$ cat src/rtl/eth_tx_tick_scheduler_if.sv
// ---------------------------------------------------------------------------
// eth_tx_tick_scheduler_if
// Request/acknowledge/done handshake between the periodic transmit scheduler
// and the UDP/MAC transmit path.
//
// Signals:
//   tx_req   scheduler -> TX path   request a frame for channel tx_ch
//   tx_ch    scheduler -> TX path   channel being requested/served
//   tx_ack   TX path -> scheduler   request accepted
//   tx_done  TX path -> scheduler   one-cycle pulse, frame fully sent
//
// Modports:
//   master   scheduler side
//   slave    TX path side
// ---------------------------------------------------------------------------
interface eth_tx_tick_scheduler_if #(
    parameter int CH_W = 2
) ();
    logic            tx_req;
    logic [CH_W-1:0] tx_ch;
    logic            tx_ack;
    logic            tx_done;

    modport master (
        output tx_req,
        output tx_ch,
        input  tx_ack,
        input  tx_done
    );

    modport slave (
        input  tx_req,
        input  tx_ch,
        output tx_ack,
        output tx_done
    );
endinterface

$ cat src/rtl/eth_tx_tick_scheduler.sv
// ---------------------------------------------------------------------------
// eth_tx_tick_scheduler
// Periodic transmit scheduler. Each channel owns a programmable interval
// counted in 10 us or 1 s ticks. Expired channels are marked pending and
// granted round-robin onto one req/ack/done handshake. A per-grant timeout,
// counted in 10 us ticks, recovers from a stalled TX path.
//
// Ports:
//   clk          system clock
//   rstn         asynchronous active-low reset
//   tick_10us    one-cycle pulse every 10 us
//   tick_1s      one-cycle pulse every 1 s
//   cfg_en       per-channel enable
//   cfg_unit     per-channel tick select (0 = 10 us, 1 = 1 s)
//   cfg_intv     per-channel interval, channel i at [i*INTV_W +: INTV_W]
//   tx           handshake toward the TX path (tx_req/tx_ch/tx_ack/tx_done)
//   busy         a grant is in progress
//   pend         per-channel pending flags
//   ovf_flag     sticky: channel expired while already pending
//   ovf_clr      per-bit clear of ovf_flag
//   err_timeout  one-cycle pulse when a grant times out
// ---------------------------------------------------------------------------
module eth_tx_tick_scheduler #(
    parameter int NUM_CH  = 4,
    parameter int INTV_W  = 16,
    parameter int CH_W    = 2,
    parameter int TO_10US = 100
) (
    input  logic                       clk,
    input  logic                       rstn,
    input  logic                       tick_10us,
    input  logic                       tick_1s,
    input  logic [NUM_CH-1:0]          cfg_en,
    input  logic [NUM_CH-1:0]          cfg_unit,
    input  logic [NUM_CH*INTV_W-1:0]   cfg_intv,
    eth_tx_tick_scheduler_if.master    tx,
    output logic                       busy,
    output logic [NUM_CH-1:0]          pend,
    output logic [NUM_CH-1:0]          ovf_flag,
    input  logic [NUM_CH-1:0]          ovf_clr,
    output logic                       err_timeout
);

    localparam int TO_W = $clog2(TO_10US + 1);

    typedef enum logic [1:0] {
        IDLE = 2'd0,
        REQ  = 2'd1,
        WAIT = 2'd2
    } state_t;

    state_t            state_reg, state_next;
    logic [CH_W-1:0]   tx_ch_reg;
    logic [CH_W-1:0]   rr_reg;
    logic [TO_W-1:0]   to_cnt_reg, to_cnt_next;
    logic              err_timeout_reg;
    logic [NUM_CH-1:0] pend_reg, pend_next;
    logic [NUM_CH-1:0] ovf_reg, ovf_next;

    logic              grant_ack;
    logic              grant_done_wait;
    logic              to_hit;
    logic              sel_found;
    logic [CH_W-1:0]   sel_ch;
    logic [CH_W-1:0]   scan_idx;

    assign grant_ack       = (state_reg == REQ)  && tx.tx_ack;
    assign grant_done_wait = (state_reg == WAIT) && tx.tx_done;

    // The counter saturates at TO_10US, so if ack wins exactly on the expiry
    // tick the timeout still fires on the next tick while waiting for done.
    assign to_hit = (state_reg != IDLE) && tick_10us &&
                    (to_cnt_reg >= TO_W'(TO_10US - 1)) &&
                    !grant_ack && !grant_done_wait;

    // ------------------------------------------------------------------
    // Per-channel interval counters and pending/overflow flags
    // ------------------------------------------------------------------
    genvar gi;
    generate
        for (gi = 0; gi < NUM_CH; gi++) begin : g_ch
            logic [INTV_W-1:0] intv;
            logic [INTV_W-1:0] cnt_reg, cnt_next;
            logic              active, active_reg;
            logic              tick_sel;
            logic              expire;
            logic              grant_clr;

            assign intv     = cfg_intv[gi*INTV_W +: INTV_W];
            assign active   = cfg_en[gi] && (intv != '0);
            assign tick_sel = cfg_unit[gi] ? tick_1s : tick_10us;
            // No expiry on the load cycle: the first fire is N ticks later.
            assign expire   = active && active_reg && tick_sel &&
                              (cnt_reg == INTV_W'(1));
            assign grant_clr = (grant_ack || to_hit) &&
                               (tx_ch_reg == CH_W'(gi));

            always_comb begin
                cnt_next = cnt_reg;
                if (!active) begin
                    cnt_next = '0;
                end else if (!active_reg) begin
                    cnt_next = intv;
                end else if (tick_sel) begin
                    cnt_next = (cnt_reg == INTV_W'(1)) ? intv
                                                       : cnt_reg - INTV_W'(1);
                end
            end

            // Expiry beats the grant clear; an expiry that lands on the
            // clearing cycle is a fresh request, not an overflow.
            assign pend_next[gi] = !active   ? 1'b0 :
                                   expire    ? 1'b1 :
                                   grant_clr ? 1'b0 : pend_reg[gi];

            assign ovf_next[gi]  = (expire && pend_reg[gi] && !grant_clr) ? 1'b1 :
                                   ovf_clr[gi] ? 1'b0 : ovf_reg[gi];

            always_ff @(posedge clk or negedge rstn) begin
                if (!rstn) begin
                    cnt_reg    <= '0;
                    active_reg <= 1'b0;
                end else begin
                    cnt_reg    <= cnt_next;
                    active_reg <= active;
                end
            end
        end
    endgenerate

    // ------------------------------------------------------------------
    // Round-robin pick: first pending channel after rr, with wrap.
    // Scanning from the far end lets the nearest hit overwrite the others.
    // ------------------------------------------------------------------
    always_comb begin
        sel_found = 1'b0;
        sel_ch    = '0;
        scan_idx  = '0;
        for (int k = NUM_CH; k >= 1; k--) begin
            scan_idx = CH_W'((int'(rr_reg) + k) % NUM_CH);
            if (pend_reg[scan_idx]) begin
                sel_found = 1'b1;
                sel_ch    = scan_idx;
            end
        end
    end

    // ------------------------------------------------------------------
    // Grant FSM
    // ------------------------------------------------------------------
    always_ff @(posedge clk or negedge rstn) begin
        if (!rstn) begin
            state_reg <= IDLE;
        end else begin
            state_reg <= state_next;
        end
    end

    always_comb begin
        state_next = state_reg;
        unique case (state_reg)
            IDLE: begin
                if (sel_found) begin
                    state_next = REQ;
                end
            end
            REQ: begin
                if (tx.tx_ack) begin
                    state_next = tx.tx_done ? IDLE : WAIT;
                end else if (to_hit) begin
                    state_next = IDLE;
                end
            end
            WAIT: begin
                if (tx.tx_done || to_hit) begin
                    state_next = IDLE;
                end
            end
            default: state_next = IDLE;
        endcase
    end

    always_comb begin
        tx.tx_req = (state_reg == REQ);
        busy      = (state_reg != IDLE);
    end

    // ------------------------------------------------------------------
    // Grant bookkeeping
    // ------------------------------------------------------------------
    always_comb begin
        to_cnt_next = to_cnt_reg;
        if (state_reg == IDLE) begin
            to_cnt_next = '0;
        end else if (tick_10us && (to_cnt_reg < TO_W'(TO_10US))) begin
            to_cnt_next = to_cnt_reg + TO_W'(1);
        end
    end

    always_ff @(posedge clk or negedge rstn) begin
        if (!rstn) begin
            tx_ch_reg       <= '0;
            rr_reg          <= CH_W'(NUM_CH - 1);
            to_cnt_reg      <= '0;
            err_timeout_reg <= 1'b0;
            pend_reg        <= '0;
            ovf_reg         <= '0;
        end else begin
            to_cnt_reg      <= to_cnt_next;
            err_timeout_reg <= to_hit;
            pend_reg        <= pend_next;
            ovf_reg         <= ovf_next;
            if ((state_reg == IDLE) && sel_found) begin
                tx_ch_reg <= sel_ch;
            end
            if (grant_ack || to_hit) begin
                rr_reg <= tx_ch_reg;
            end
        end
    end

    assign tx.tx_ch    = tx_ch_reg;
    assign pend        = pend_reg;
    assign ovf_flag    = ovf_reg;
    assign err_timeout = err_timeout_reg;

endmodule

$ cat src/flat_wrapper.sv
// flat-port wrapper written by rule: the top's interface ports become plain ports
module eth_tx_tick_scheduler_flat 
#(
    parameter int NUM_CH  = 4,
    parameter int INTV_W  = 16,
    parameter int CH_W    = 2,
    parameter int TO_10US = 100
)
  (clk, rstn, tick_10us, tick_1s, cfg_en, cfg_unit, cfg_intv, busy, pend, ovf_flag, ovf_clr, err_timeout, tx_tx_req, tx_tx_ch, tx_tx_ack, tx_tx_done);
  eth_tx_tick_scheduler_if #(.CH_W(CH_W)) tx_i ();
  input  logic clk;
  input  logic rstn;
  input  logic tick_10us;
  input  logic tick_1s;
  input  logic [NUM_CH-1:0] cfg_en;
  input  logic [NUM_CH-1:0] cfg_unit;
  input  logic [NUM_CH*INTV_W-1:0] cfg_intv;
  output logic busy;
  output logic [NUM_CH-1:0] pend;
  output logic [NUM_CH-1:0] ovf_flag;
  input  logic [NUM_CH-1:0] ovf_clr;
  output logic err_timeout;
  output wire logic [$bits(tx_i.tx_req)-1:0] tx_tx_req;
  output wire logic [$bits(tx_i.tx_ch)-1:0] tx_tx_ch;
  input wire logic [$bits(tx_i.tx_ack)-1:0] tx_tx_ack;
  input wire logic [$bits(tx_i.tx_done)-1:0] tx_tx_done;
  assign tx_tx_req = tx_i.tx_req;
  assign tx_tx_ch = tx_i.tx_ch;
  assign tx_i.tx_ack = tx_tx_ack;
  assign tx_i.tx_done = tx_tx_done;
  eth_tx_tick_scheduler #(.NUM_CH(NUM_CH), .INTV_W(INTV_W), .CH_W(CH_W), .TO_10US(TO_10US)) u_core (.clk(clk), .rstn(rstn), .tick_10us(tick_10us), .tick_1s(tick_1s), .cfg_en(cfg_en), .cfg_unit(cfg_unit), .cfg_intv(cfg_intv), .tx(tx_i), .busy(busy), .pend(pend), .ovf_flag(ovf_flag), .ovf_clr(ovf_clr), .err_timeout(err_timeout));
endmodule
$ cat config.mk
export PLATFORM = sky130hd
export DESIGN_NAME = eth_tx_tick_scheduler_flat
export DESIGN_NICKNAME = d
export VERILOG_FILES = /design/src/rtl/eth_tx_tick_scheduler_if.sv /design/src/rtl/eth_tx_tick_scheduler.sv /design/src/flat_wrapper.sv
export SDC_FILE = /design/constraint.sdc
export NUM_CORES = 1
export LEC_CHECK = 0
export CAP_MARGIN = 20
export CELL_PAD_IN_SITES_DETAIL_PLACEMENT = 1
export CELL_PAD_IN_SITES_GLOBAL_PLACEMENT = 1
export CORE_ASPECT_RATIO = 0.8
export CORE_MARGIN = 2
export CORE_UTILIZATION = 44
export CTS_BUF_LIST = sky130_fd_sc_hd__clkbuf_8
export CTS_CLUSTER_DIAMETER = 30
export CTS_CLUSTER_SIZE = 30
export DETAILED_ROUTE_END_ITERATION = 10
export DONT_BUFFER_PORTS = 1
export PLACE_DENSITY = 0.75
export SYNTH_ARGS = -nofsm -noshare
export SYNTH_HDL_FRONTEND = slang
export SYNTH_SLANG_ARGS = --single-unit
$ cat constraint.sdc
create_clock -name clk -period 2 [get_ports clk]
set_input_delay 0.2 -clock clk [delete_from_list [all_inputs] [get_ports clk]]
set_output_delay 0.2 -clock clk [all_outputs]
set_load 0.05 [all_outputs]
==> results of run 1 <==
## timing repair
item / CTS / global route
hold buffers: 25 / 2
endpoints found under the hold margin: 114 / 92
endpoints found under the setup margin: 52 / 67
gates cloned: 3 / 2
pin swaps: 17 / 48
gates resized for setup: 65 / 128
buffers inserted: 9 / 14
## area by class of cell
class                           count  area [sq um]  area share
Multi-Input combinational cell    553          3990       0.481
Sequential cell                    90          2260       0.272
Timing Repair Buffer              174          1530       0.184
Tap cell                          175           219      0.0264
Clock buffer                       11           151      0.0183
Inverter                           25          93.8      0.0113
Clock inverter                      5          53.8     0.00649
## through the flow
| stage | cell area (sq um) | TNS, ns |
|---|---|---|
| floorplan | 5770 | -2.78 |
| global placement | 6760 | -2.54 |
| detailed placement | 6760 | -5.92 |
| CTS | 7580 | -2.08 |
| global route | 8290 | -9.09 |
| finish | 8290 | -6.13 |
## cell families after synthesis
| kind of cell | count (synthesis) |
|---|---|
| adder cells (fa/ha/maj) | 9 |
| XOR/XNOR | 6 |
| buffers and inverters | 61 |
| AND/OR/NAND/NOR | 312 |
| AO/OA/AOI/OAI | 213 |
| flip-flops | 90 |
| multiplexers | 12 |
## worst max-delay path by stage
| stage | cells past startpoint | to | slack [ns] | startpoint |
|---|---|---|---|---|
| floorplan | 8 | u_core.g_ch[1].cnt_reg[13]$_DFFE_PN0P_ | -0.20 | u_core.g_ch[1].cnt_reg[1]$_DFFE_PN0P_ |
| global placement | 8 | u_core.g_ch[1].cnt_reg[15]$_DFFE_PN0P_ | -0.19 | u_core.g_ch[1].cnt_reg[1]$_DFFE_PN0P_ |
| detailed placement | 8 | u_core.g_ch[1].cnt_reg[2]$_DFFE_PN0P_ | -0.32 | u_core.g_ch[1].cnt_reg[1]$_DFFE_PN0P_ |
| CTS | 8 | u_core.g_ch[1].cnt_reg[4]$_DFFE_PN0P_ | -0.17 | u_core.g_ch[1].cnt_reg[5]$_DFFE_PN0P_ |
| global route | 8 | u_core.g_ch[0].cnt_reg[0]$_DFFE_PN0P_ | -0.37 | u_core.g_ch[0].cnt_reg[12]$_DFFE_PN0P_ |
| finish | 8 | u_core.g_ch[0].cnt_reg[0]$_DFFE_PN0P_ | -0.28 | u_core.g_ch[0].cnt_reg[12]$_DFFE_PN0P_ |
## synthesized netlist by cell type (4+ instances only)
| library cell | instances |
|---|---|
| and2_1 | 8 |
| or3_1 | 9 |
| a31oi_1 | 40 |
| o22ai_1 | 6 |
| nand2_1 | 81 |
| a22oi_1 | 12 |
| mux2_2 | 5 |
| inv_1 | 25 |
| buf_2 | 7 |
| or4_1 | 13 |
| a21oi_1 | 43 |
| nor4b_1 | 5 |
| nand3_1 | 32 |
| clkbuf_1 | 26 |
| o41ai_1 | 9 |
| ha_1 | 9 |
| mux2i_1 | 7 |
| dfrtp_1 | 88 |
| nor3_1 | 39 |
| nand4_1 | 6 |
| nor4_1 | 34 |
| nand2b_1 | 7 |
| xor2_1 | 6 |
| a221oi_1 | 6 |
| nor3b_1 | 4 |
| nor2_1 | 59 |
| a31o_2 | 4 |
| o21ai_0 | 64 |
## layer usage
| layer | GRT usage | vias up | wire (microns) |
|---|---|---|---|
| met5 | 0 | - | 0 |
| li1 | - | 2956 | - |
| met1 | 0.441 | 3485 | 10700 |
| met2 | 0.547 | 346 | 12700 |
| met4 | 0.0823 | 0 | 774 |
| met3 | 0.0758 | 66 | 1820 |
## where the power goes
part | switching, mW | internal (mW) | leakage (nW) | total (mW)
Sequential | 0.175 | 1.97 | 1.19 | 2.14
Combinational | 1.23 | 0.976 | 2.14 | 2.20
Clock | 0.775 | 0.641 | 0.103 | 1.42
Total | 2.18 | 3.59 | 3.43 | 5.76
## cells in the final DEF, fill, tap and decap left out, types with 5 or more instances in the layout
cell type	n
a21oi_1	34
a21oi_2	8
a22oi_1	9
a31oi_1	36
and2_1	6
buf_12	5
buf_4	126
buf_6	13
clkbuf_8	11
dfrtp_1	87
dlygate4sd3_1	27
ha_1	5
inv_1	22
mux2_2	5
mux2i_1	7
nand2_1	72
nand2_2	5
nand2b_1	5
nand3_1	26
nand4_1	6
nor2_1	51
nor2_2	5
nor3_1	25
nor3_2	9
nor3_4	5
nor4_1	23
nor4_2	7
o21ai_0	42
o21ai_1	12
o21ai_2	11
o22ai_1	6
o41ai_1	5
or3_4	5
or4_4	10
xor2_1	6
==> results.cfg, run 1 <==
[global_routing]
grtUsageTotal = 0.330
grt_pass1_wl_microns = 36600
grt_pass1_vias = 6844
grt_max_degree = 91
grt_antenna_before_repair = 0
overflow = 0

[yosys]
synth_mux_area_frac = 0.0221
syn-cell-area_sq_um = 5720
yosys.area_share.simple = 0.277
async_flop_share = 1.00
syn_nets = 794
synthCells = 703
yosys-top-cells-area = dfrtp_1 39%, o21ai_0 5.6%, nand2_1 5.3%
synth_top_area_share = 0.385
synth_fa_ha_area_frac = 0.0197
ys_ff_latch = 90
synth_ff_type = dfrtp_1
ys_types = 57
yosysWarnings = 0
synth_edf_count = 0
synth.largest_area_cell = dfrtp_1
seq_area_frac_synth = 0.394
synth-xor-area-share = 0.00919
syn_avg_cell_area_sq_um = 8.14
synth_compound_area_frac = 0.233
synth_top_family_by_area = simple AND/OR/NAND/NOR gates

[layout]
areaGrowthSynthToFinish_pct = 45.0
fin_nets = 944
antenna_cells = 0
final_util = 0.649
fin_cells = 1033
largest_register_ff_count = 64
fillers = 1477
drive_above_1_share = 0.355

[worst_setup_path]
crit_path_end_kind = register
r2r_end = u_core.g_ch[0].cnt_reg[0]$_DFFE_PN0P_
cp.arrival_ns = 2.56
slowest_stage = or4_4
r2r-start = u_core.g_ch[0].cnt_reg[12]$_DFFE_PN0P_
reg2reg_depth = 8
cp.required_ns = 2.29
crit_chain = or4_4 > nand4b_1 > buf_6 > nand2_8 > buf_8 > nor3_4 > a31oi_1 > a21oi_1
cp_slowest_stage_delay_ns = 0.55
cp_num_buf_inv = 2
critPathTopFamily = simple AND/OR/NAND/NOR gates
critPathMaxFanout = 6
crit_type = register to register
rrSetupSlack_ns = -0.28
start_kind = register

[die]
coreArea_sq_um = 12800
die_y_microns = 106
chipWidth_microns = 131
io-pin-count = 95
rows = 37
die-area_sq_um = 13900
initial_core_util = 0.448

[flow_run]
maxCapViolations = 0

[routing]
vias_per_cell = 6.63
antenna_left = 0
drt_wl_total_microns = 26000
drc = 0
wl_per_cell_microns = 25.2
dr.first_iter.drc_count = 590
vias = 6853
drt-pass1-iter-count = 5

[clocking]
cts_buffers = 9
clockBufferDepth = 2
clock-sinks = 90
cts-root-buf = clkbuf_8
clk_pin_slew_worst_paths_ns = 0.11
cts_tree = done
cts_htree_levels = 3
insertion_delay_ns = 0.41

[sta]
tightest_slew_ns = 0.734
fmax_ghz = 0.440
rsz0062_at_grt = true
finalCriticalPeriod_ns = 2.28
hold_violations = 90
finClkSkew_ns = 0.0210
slew_headroom = 0.511
slew_violations = 0
fin_ws_ns = -0.275
period_share = 1.14
hold-worst-slack_ns = -0.519
setup_viol = 41

[status]
failed_checks = negative hold slack, negative setup slack
status = finished, violations left

[placement]
port_buffers = 0
pre_cts_ws_ns = -0.318
placed_cells = 964
hpwl_microns = 14400
gp_routability_congestion = 0.866

[power_and_ir_drop]
design_power_total_mw = 5.76
power.leakage_nw = 3.43
power_density_nw_per_um2 = 695
worst_ir_drop_vdd_uv = 445

[hold_path]
hold_class = primary input to asynchronous set/reset pin
(Power assumes the default switching activity.)
==> run 2: changes to the inputs <==
--- a/config.mk
+++ b/config.mk
@@ -13,7 +13,7 @@
 export CORE_UTILIZATION = 44
 export CTS_BUF_LIST = sky130_fd_sc_hd__clkbuf_8
 export CTS_CLUSTER_DIAMETER = 30
-export CTS_CLUSTER_SIZE = 30
+export CTS_CLUSTER_SIZE = 10
 export DETAILED_ROUTE_END_ITERATION = 10
 export DONT_BUFFER_PORTS = 1
 export PLACE_DENSITY = 0.75
==> results of run 2 <==
The final DEF is identical to that of run 1; final timing and power are the same.
==> run 3: changes to the inputs <==
--- a/config.mk
+++ b/config.mk
@@ -9,7 +9,7 @@
 export CELL_PAD_IN_SITES_DETAIL_PLACEMENT = 1
 export CELL_PAD_IN_SITES_GLOBAL_PLACEMENT = 1
 export CORE_ASPECT_RATIO = 0.8
-export CORE_MARGIN = 2
+export CORE_MARGIN = 3
 export CORE_UTILIZATION = 44
 export CTS_BUF_LIST = sky130_fd_sc_hd__clkbuf_8
 export CTS_CLUSTER_DIAMETER = 30
==> run 3 against run 2 <==
Against the previous run: the flow still finishes with violations (negative hold slack, negative setup slack); combinational power is 9.5% lower; sequential cell count stayed put; first-iteration DRC count is 20% lower; die area is 3.4% higher; non-clock buffer count is 9 lower; final cell count is 1.4% lower; design area is 5.7% lower; via count is 2.9% lower; clock power is 11% lower; core utilization is 2.0 points lower.
==> results.cfg, run 3 (synthesis results as in run 1) <==
[placement]
gp_routability_congestion = 0.922
pre_cts_ws_ns = -0.300
port_buffers = 0
hpwl_microns = 14500

[power_and_ir_drop]
p_sw_mw = 2.00
power_frac_clock = 0.235
power.leakage_nw = 3.29
worst_ir_drop_vdd_uv = 475
power_density_nw_per_um2 = 690
p_comb_frac = 0.369
intPower_mw = 3.39
switching_share = 0.371
pwr-share-seq = 0.397
design_power_total_mw = 5.39

[die]
die-area_sq_um = 14400
chipWidth_microns = 133
rows = 36
coreArea_sq_um = 12400
initial_core_util = 0.460
io-pin-count = 95
die_y_microns = 108

[sta]
hold-worst-slack_ns = -0.504
finClkSkew_ns = 0.0132
fin_tns_setup_ns = -3.78
period_share = 1.10
finalCriticalPeriod_ns = 2.21
fin_ws_ns = -0.208
slew_headroom = 0.546
hold_violations = 90
tightest_slew_ns = 0.681
setup_viol = 33
fmax_ghz = 0.453
rsz0062_at_grt = true
slew_violations = 0

[layout]
final_util = 0.629
fin_nets = 934
ff_latch_area_sq_um = 2250
largest_register_ff_count = 64
fillers = 1463
areaGrowthSynthToFinish_pct = 36.7
multi_input_area_sq_um = 3650
layout_common_cells = 123 x buf_4, 88 x dfrtp_1, 76 x nand2_1
antenna_cells = 0
final_common_cell = buf_4
drive_above_1_share = 0.295

[status]
status = finished, violations left
failed_checks = negative hold slack, negative setup slack

[global_routing]
grt_antenna_before_repair = 0
grt_pass1_vias = 6706
grt_max_degree = 91
grt_pass1_wl_microns = 34300
grtUsageTotal = 0.295
overflow = 0

[clocking]
clock-sinks = 90
clockBufferDepth = 2
cts_buffers = 9
cts_htree_levels = 3
clk_pin_slew_worst_paths_ns = 0.10
cts-root-buf = clkbuf_8
insertion_delay_ns = 0.39
cts_tree = done

[flow_run]
maxCapViolations = 0

[routing]
drc = 0
drt_wl_total_microns = 23700
drt-pass1-iter-count = 5
vias_per_cell = 6.53
antenna_left = 0
dr.first_iter.drc_count = 471
wl_per_cell_microns = 23.3
vias = 6652

[hold_path]
hold_class = primary input to asynchronous set/reset pin

[worst_setup_path]
crit_path_end_kind = register
critPathLaunch = u_core.g_ch[1].cnt_reg[5]$_DFFE_PN0P_
crit_type = register to register
rrSetupSlack_ns = -0.21
cp.arrival_ns = 2.47
cp.required_ns = 2.27
start_kind = register
r2r-start = u_core.g_ch[1].cnt_reg[5]$_DFFE_PN0P_
critPathMaxFanout = 9
## run 3: area by class of cell
class,instances,area share
clock buffers,11,0.0194
clock inverters,5,0.00496
inverters,25,0.0120
multi-input cells,552,0.467
flip-flops and latches,90,0.288
well taps,171,0.0274
repair buffers,165,0.181
## run 3: power groups by stage
stage          logic [mW]  registers (mW)  clock network, mW
2_1_floorplan       0.880            2.19                  0
3_3_place_gp         1.49            2.13                  0
3_5_place_dp         1.55            2.14                  0
4_1_cts              1.72            2.11               1.27
5_1_grt              2.14            2.16               1.35
6_report             1.99            2.14               1.27
## run 3: final timing paths
kind,cells past startpoint,to
setup / recovery,8,u_core.g_ch[1].cnt_reg[15]$_DFFE_PN0P_
setup reg to reg,8,u_core.g_ch[1].cnt_reg[15]$_DFFE_PN0P_
max in group asynchronous,0,u_core.rr_reg[0]$_DFFE_PN1P_
min in group clk,2,u_core.g_ch[3].cnt_reg[7]$_DFFE_PN0P_
hold / removal,0,u_core.g_ch[1].cnt_reg[8]$_DFFE_PN0P_
hold reg to reg,2,u_core.g_ch[2].cnt_reg[6]$_DFFE_PN0P_
## run 3: per-layer routing
metal  global-route usage  up-vias  part of all wire
li1                     -     2932                 -
met1                0.395     3332              0.42
met2                0.487      323              0.48
met3               0.0637       65             0.073
met4               0.0859        0             0.027
met5                    0        -                 0
## run 3: what timing repair did
item / CTS / global route
gates resized for setup: 43 / 77
setup buffers: 10 / 9
gates cloned: 3 / 0
hold buffers: 23 / 2
setup endpoints to repair: 46 / 69
pin swaps: 10 / 35
endpoints found under the hold margin: 112 / 92
## run 3: worst max-delay path, stage by stage (launching register included)
cell and delay [ns]:
dfrtp_1 0.40, or4_4 0.57, o41ai_4 0.38, buf_6 0.17
buf_12 0.12, buf_4 0.11, o41ai_1 0.07, a22oi_1 0.21
nor2_1 0.07
## run 3: per-stage QoR
stage,cells,instance area [sq um]
global route,1019,7820
floorplan,703,5770
global placement,957,6720
CTS,1009,7420
finish,1019,7820
detailed placement,957,6720
